==> src/rtl/cpu_pkg.sv <==
// Shared constants and types for the pipelined MIPS CPU slice.
package cpu_pkg;

    localparam int unsigned WORD_W = 32;

    localparam logic [WORD_W-1:0] RESET_PC_DEFAULT  = '0;
    localparam logic [WORD_W-1:0] NOP_INSTR_DEFAULT = '0;

    typedef enum logic {
        FETCH = 1'b0,
        HELD  = 1'b1
    } fetchState_t;

endpackage

==> src/rtl/ifid_reg.sv <==
// IF/ID pipeline register: load enable, synchronous clear to a bubble, async reset.
module ifid_reg
    import cpu_pkg::*;
#(
    parameter logic [31:0] NOP_INSTR = NOP_INSTR_DEFAULT
) (
    input  logic        clk,
    input  logic        reset,
    input  logic        en,
    input  logic        clr,
    input  logic [31:0] instrIn,
    input  logic [31:0] pcPlus4In,
    output logic [31:0] InstrD,
    output logic [31:0] PCPlus4D,
    output logic        ValidD
);

    always_ff @(posedge clk or posedge reset) begin
        if (reset) begin
            InstrD   <= NOP_INSTR;
            PCPlus4D <= '0;
            ValidD   <= 1'b0;
        end else if (clr) begin
            InstrD   <= NOP_INSTR;
            PCPlus4D <= '0;
            ValidD   <= 1'b0;
        end else if (en) begin
            InstrD   <= instrIn;
            PCPlus4D <= pcPlus4In;
            ValidD   <= 1'b1;
        end
    end

endmodule

==> src/rtl/fetch_stage.sv <==
// IF stage: PC, ready-qualified imem handshake, one-entry hold buffer, IF/ID register.
module fetch_stage
    import cpu_pkg::*;
#(
    parameter logic [31:0] RESET_PC  = RESET_PC_DEFAULT,
    parameter logic [31:0] NOP_INSTR = NOP_INSTR_DEFAULT
) (
    input  logic        clk,
    input  logic        reset,
    input  logic        StallF,
    input  logic        StallD,
    input  logic        PCSrcD,
    input  logic        JumpD,
    input  logic [31:0] PCBranchD,
    input  logic [31:0] PCJumpD,
    output logic        imem_req,
    output logic [31:0] imem_addr,
    input  logic [31:0] imem_rdata,
    input  logic        imem_ready,
    output logic [31:0] InstrD,
    output logic [31:0] PCPlus4D,
    output logic        ValidD,
    output logic [31:0] FetchMissCnt
);

    fetchState_t       state, stateNext;
    logic [WORD_W-1:0] pcF, pcNext, pcPlus4F;
    logic [WORD_W-1:0] bufInstr, bufPcPlus4;
    logic              bufLoad, ifidLoad, ifidClear, missInc;
    logic [WORD_W-1:0] ifidInstr, ifidPcPlus4;
    logic              adv, redirect;
    logic [WORD_W-1:0] target;

    assign adv       = !StallF && !StallD;
    assign redirect  = (PCSrcD || JumpD) && !StallD;
    assign target    = JumpD ? PCJumpD : PCBranchD;
    assign pcPlus4F  = pcF + 32'd4;
    assign imem_req  = (state == FETCH) && !reset;
    assign imem_addr = pcF;

    always_comb begin
        stateNext   = state;
        pcNext      = pcF;
        bufLoad     = 1'b0;
        ifidLoad    = 1'b0;
        ifidClear   = 1'b0;
        missInc     = 1'b0;
        ifidInstr   = imem_rdata;
        ifidPcPlus4 = pcPlus4F;
        if (redirect) begin
            // Wrong-path fetch is squashed; leaving HELD discards the buffer.
            pcNext    = target;
            stateNext = FETCH;
            ifidClear = 1'b1;
        end else begin
            unique case (state)
                FETCH: begin
                    if (imem_ready) begin
                        if (adv) begin
                            ifidLoad = 1'b1;
                            pcNext   = pcPlus4F;
                        end else begin
                            bufLoad   = 1'b1;
                            stateNext = HELD;
                        end
                    end else if (!StallD) begin
                        ifidClear = 1'b1;
                        missInc   = 1'b1;
                    end
                end
                HELD: begin
                    if (adv) begin
                        ifidLoad    = 1'b1;
                        ifidInstr   = bufInstr;
                        ifidPcPlus4 = bufPcPlus4;
                        pcNext      = pcPlus4F;
                        stateNext   = FETCH;
                    end
                end
                default: stateNext = FETCH;
            endcase
        end
    end

    always_ff @(posedge clk or posedge reset) begin
        if (reset) begin
            state        <= FETCH;
            pcF          <= RESET_PC;
            bufInstr     <= '0;
            bufPcPlus4   <= '0;
            FetchMissCnt <= '0;
        end else begin
            state <= stateNext;
            pcF   <= pcNext;
            if (bufLoad) begin
                bufInstr   <= imem_rdata;
                bufPcPlus4 <= pcPlus4F;
            end
            if (missInc)
                FetchMissCnt <= FetchMissCnt + 32'd1;
        end
    end

    ifid_reg #(
        .NOP_INSTR (NOP_INSTR)
    ) uIfid (
        .clk       (clk),
        .reset     (reset),
        .en        (ifidLoad),
        .clr       (ifidClear),
        .instrIn   (ifidInstr),
        .pcPlus4In (ifidPcPlus4),
        .InstrD    (InstrD),
        .PCPlus4D  (PCPlus4D),
        .ValidD    (ValidD)
    );

endmodule

==> config.mk <==
export PLATFORM = sky130hd
export DESIGN_NAME = fetch_stage
export DESIGN_NICKNAME = d
export VERILOG_FILES = /design/src/rtl/cpu_pkg.sv /design/src/rtl/ifid_reg.sv /design/src/rtl/fetch_stage.sv
export SDC_FILE = /design/constraint.sdc
export NUM_CORES = 1
export LEC_CHECK = 0
export CAP_MARGIN = 20
export CORE_ASPECT_RATIO = 1.75
export CORE_UTILIZATION = 50
export CTS_CLUSTER_SIZE = 8
export DETAILED_ROUTE_END_ITERATION = 10
export PLACE_DENSITY = 0.81
export SYNTH_ARGS = -nofsm -noshare
export SYNTH_HDL_FRONTEND = slang
export SYNTH_SLANG_ARGS = --single-unit
==> constraint.sdc <==
create_clock -name clk -period 10.22 [get_ports clk]
set_input_delay 3.066 -clock clk [delete_from_list [all_inputs] [get_ports clk]]
set_output_delay 3.066 -clock clk [all_outputs]
set_load 0.05 [all_outputs]
==> flow_summary.yaml <==
outcome:
  run_status: "finished clean"
clock_tree:
  insertion_delay_ps: 430
  clockBufferDepth: 2
  root_buffer: "clkbuf_16"
  postCtsResizedCells: 0
  clkTransAtPathRegs_ps: 70
  cts_sinks: 194
  htreeDepth: 4
  numCtsBuffers: 17
  postCtsSetupBuffers: 0
  cts_tree: "yes"
  ctsHoldBuffers: 0
floorplanning:
  die_y_um: 183
  fp.dieW_um: 105.4
  row_count: 65
  initial_utilization_pct: 51.38
  dieArea_sq_um: 19290
  io_pins: 233
  core-area_sq_um: 18220
sta:
  clock_skew_ps: 14.44
  rsz0062_at_grt: "false"
  finalCritPeriodShare_pct: 74.10
  period_minus_slack_ps: 7573
  setup_viol: 0
  hold_viol: 0
  fmax_ghz: 0.1321
  fin_hold_ws_ps: 478.3
  setup_tns_ps: 0
  slew_headroom_pct: 34.76
  worst_pin_slew_ps: 974.5
  drv_slew: 0
logic_synthesis:
  ys_async_sr_fraction_pct: 100.0
  ys_seq_elements: 194
  yosysSeqAreaShare_pct: 51.86
  netlist_area_sq_um: 9360
  syn_area_per_cell_sq_um: 10.54
  synth_edf_count: 0
  syn_nets: 993
  yosys_warnings: 0
  synth_cell_types: 60
  syn_inst: 888
  ys.flop_type: "dfrtp_1"
detailed_routing:
  drt_wl_total_mm: 25.15
  drt-wirelength-per-cell_um: 18.85
  vias: 7637
  ant_nets: 0
  firstDrtPassIters: 8
  drc: 0
  vias_per_cell: 5.725
  first_iter_violations: 520
placement:
  hpwl_mm: 17.43
  dp.cells: 1302
  port_buffers: 232
  routabilityCongestion: 0.8561
setup_path:
  setup.worst_path.end_class: "output port"
  crit_required_ps: 7150
  cp_common_cell: "clkdlybuf4s50_1"
  critical-path-max-stage-delay_ps: 800
  start_kind: "primary input"
  cp_data_arrival_time_ps: 4510
  critPathKind: "in -> out"
  crit_fanout: 2
  path_cells: "clkdlybuf4s50_1 -> nor2_1 -> clkdlybuf4s50_1"
  critPathSlowestCell: "clkdlybuf4s50_1"
layout:
  drive_gt1_share_pct: 9.636
  n_antenna_cell: 0
  finish.net_count: 1192
  area_growth_pct: 32.86
  post-route-util_pct: 68.26
  final_common_cell: "clkdlybuf4s50_1"
  final_cell_mix: "clkdlybuf4s50_1 (231), dfrtp_1 (194), nand2_1 (89), o21ai_0 (82), mux2i_1 (62)"
  stdcell_count: 1334
global_route:
  grt-ovfl-total: 0
  antenna_found_initial: 0
  grt_pass1_wl_mm: 39.95
  grt_pass1_vias: 7540
  grt_usage_pct: 26.60
  grt_max_degree: 122
power_and_ir_drop:
  power_density_nw_per_um2: 168.8
  power.leakage_nw: 5.412
  p_total_mw: 2.099
  max-vdd-ir-drop_v: 0.00009358
flow_run:
  max-cap-violations: 0
worst_hold_path:
  min_path_type: "reg -> reg"
cell type report:
| type | count | area [sq um] |
|---|---|---|
| fill | 1413 | 5782 |
| sequential | 194 | 4855 |
| multi-input combinational | 624 | 4225 |
| timing repair buffer | 242 | 2405 |
| clock buffer | 18 | 439.2 |
| tap | 234 | 292.8 |
| clock inverter | 14 | 181.4 |
| inverter | 8 | 37.54 |
worst paths after layout:
path / endpoint / startpoint / cells after the start / slack [ps]
setup / recovery: imem_req / reset / 3 / 2650
hold / removal: FetchMissCnt[31] / FetchMissCnt[31] / 1 / 480
setup reg to reg: uIfid.PCPlus4D[30] / imem_addr[2] / 6 / 7550
hold reg to reg: FetchMissCnt[31] / FetchMissCnt[31] / 1 / 480
max in group asynchronous: bufInstr[12] / reset / 3 / 5610
min in group asynchronous: FetchMissCnt[10] / reset / 2 / 3170
synthesized netlist by cell type, types with 6 or more instances:
cell	number	area share (%)
a21o_1	7	0.56
a21oi_1	47	2.5
and3_1	8	0.53
and4_1	10	0.94
buf_1	11	0.44
buf_2	25	1.3
clkbuf_1	23	0.92
dfrtp_1	194	52
inv_1	8	0.32
mux2_2	42	5.1
mux2i_1	62	6.6
nand2_1	90	3.6
nand3_1	32	1.7
nand4_1	14	0.94
nor2_1	59	2.4
nor3_1	12	0.64
o211ai_1	11	0.88
o21ai_0	82	4.4
o221ai_1	9	0.84
or3_1	6	0.40
xnor2_1	39	3.6
xor2_1	15	1.4
sequential cells by signal, summed over array words and instances, names as in the netlist:
| signal | flops |
|---|---|
| bufInstr | 32 |
| uIfid.InstrD | 32 |
| state | 1 |
| FetchMissCnt | 32 |
| uIfid.ValidD | 1 |
| imem_addr | 32 |
| bufPcPlus4 | 32 |
| uIfid.PCPlus4D | 32 |
power breakdown:
part	internal (mW)	total [mW]	switching, mW
Clock	0.361	0.697	0.336
Combinational	0.187	0.456	0.269
Sequential	0.864	0.946	0.0823
Total	1.41	2.10	0.687
through the flow:
| step | setup WS (ps) | area, sq um |
|---|---|---|
| 2_1_floorplan | 1870 | 9360 |
| 3_3_place_gp | 2638 | 11820 |
| 3_5_place_dp | 2648 | 11820 |
| 4_1_cts | 2643 | 12440 |
| 5_1_grt | 2606 | 12440 |
| 6_report | 2647 | 12440 |
critical path: cells and delay by family:
| family | cells | cell delay [ps] |
|---|---|---|
| buf+inv | 2 | 1310 |
| simple gates | 1 | 130 |
cells by family (layout without fill, tap and decap cells):
kind of cell | count (synthesis) | after routing | synth area share [%]
xor gates and xnor gates | 54 | 54 | 5.053
adders and majority gates | 2 | 2 | 0.2673
and+or+nand+nor | 268 | 268 | 15.18
muxes | 104 | 104 | 11.68
DFF | 194 | 194 | 51.86
AOI/OAI and AO/OA | 196 | 196 | 12.71
buffers and inverters | 70 | 282 | 3.235
per-layer routing:
metal	wire [um]	GRT usage [%]	vias to the layer above
li1	-	-	3583
met1	9770	31.16	3720
met2	13330	47.68	282
met3	991	3.340	52
met4	1062	13.13	0
met5	0	0	-
(Power assumes the default switching activity.)
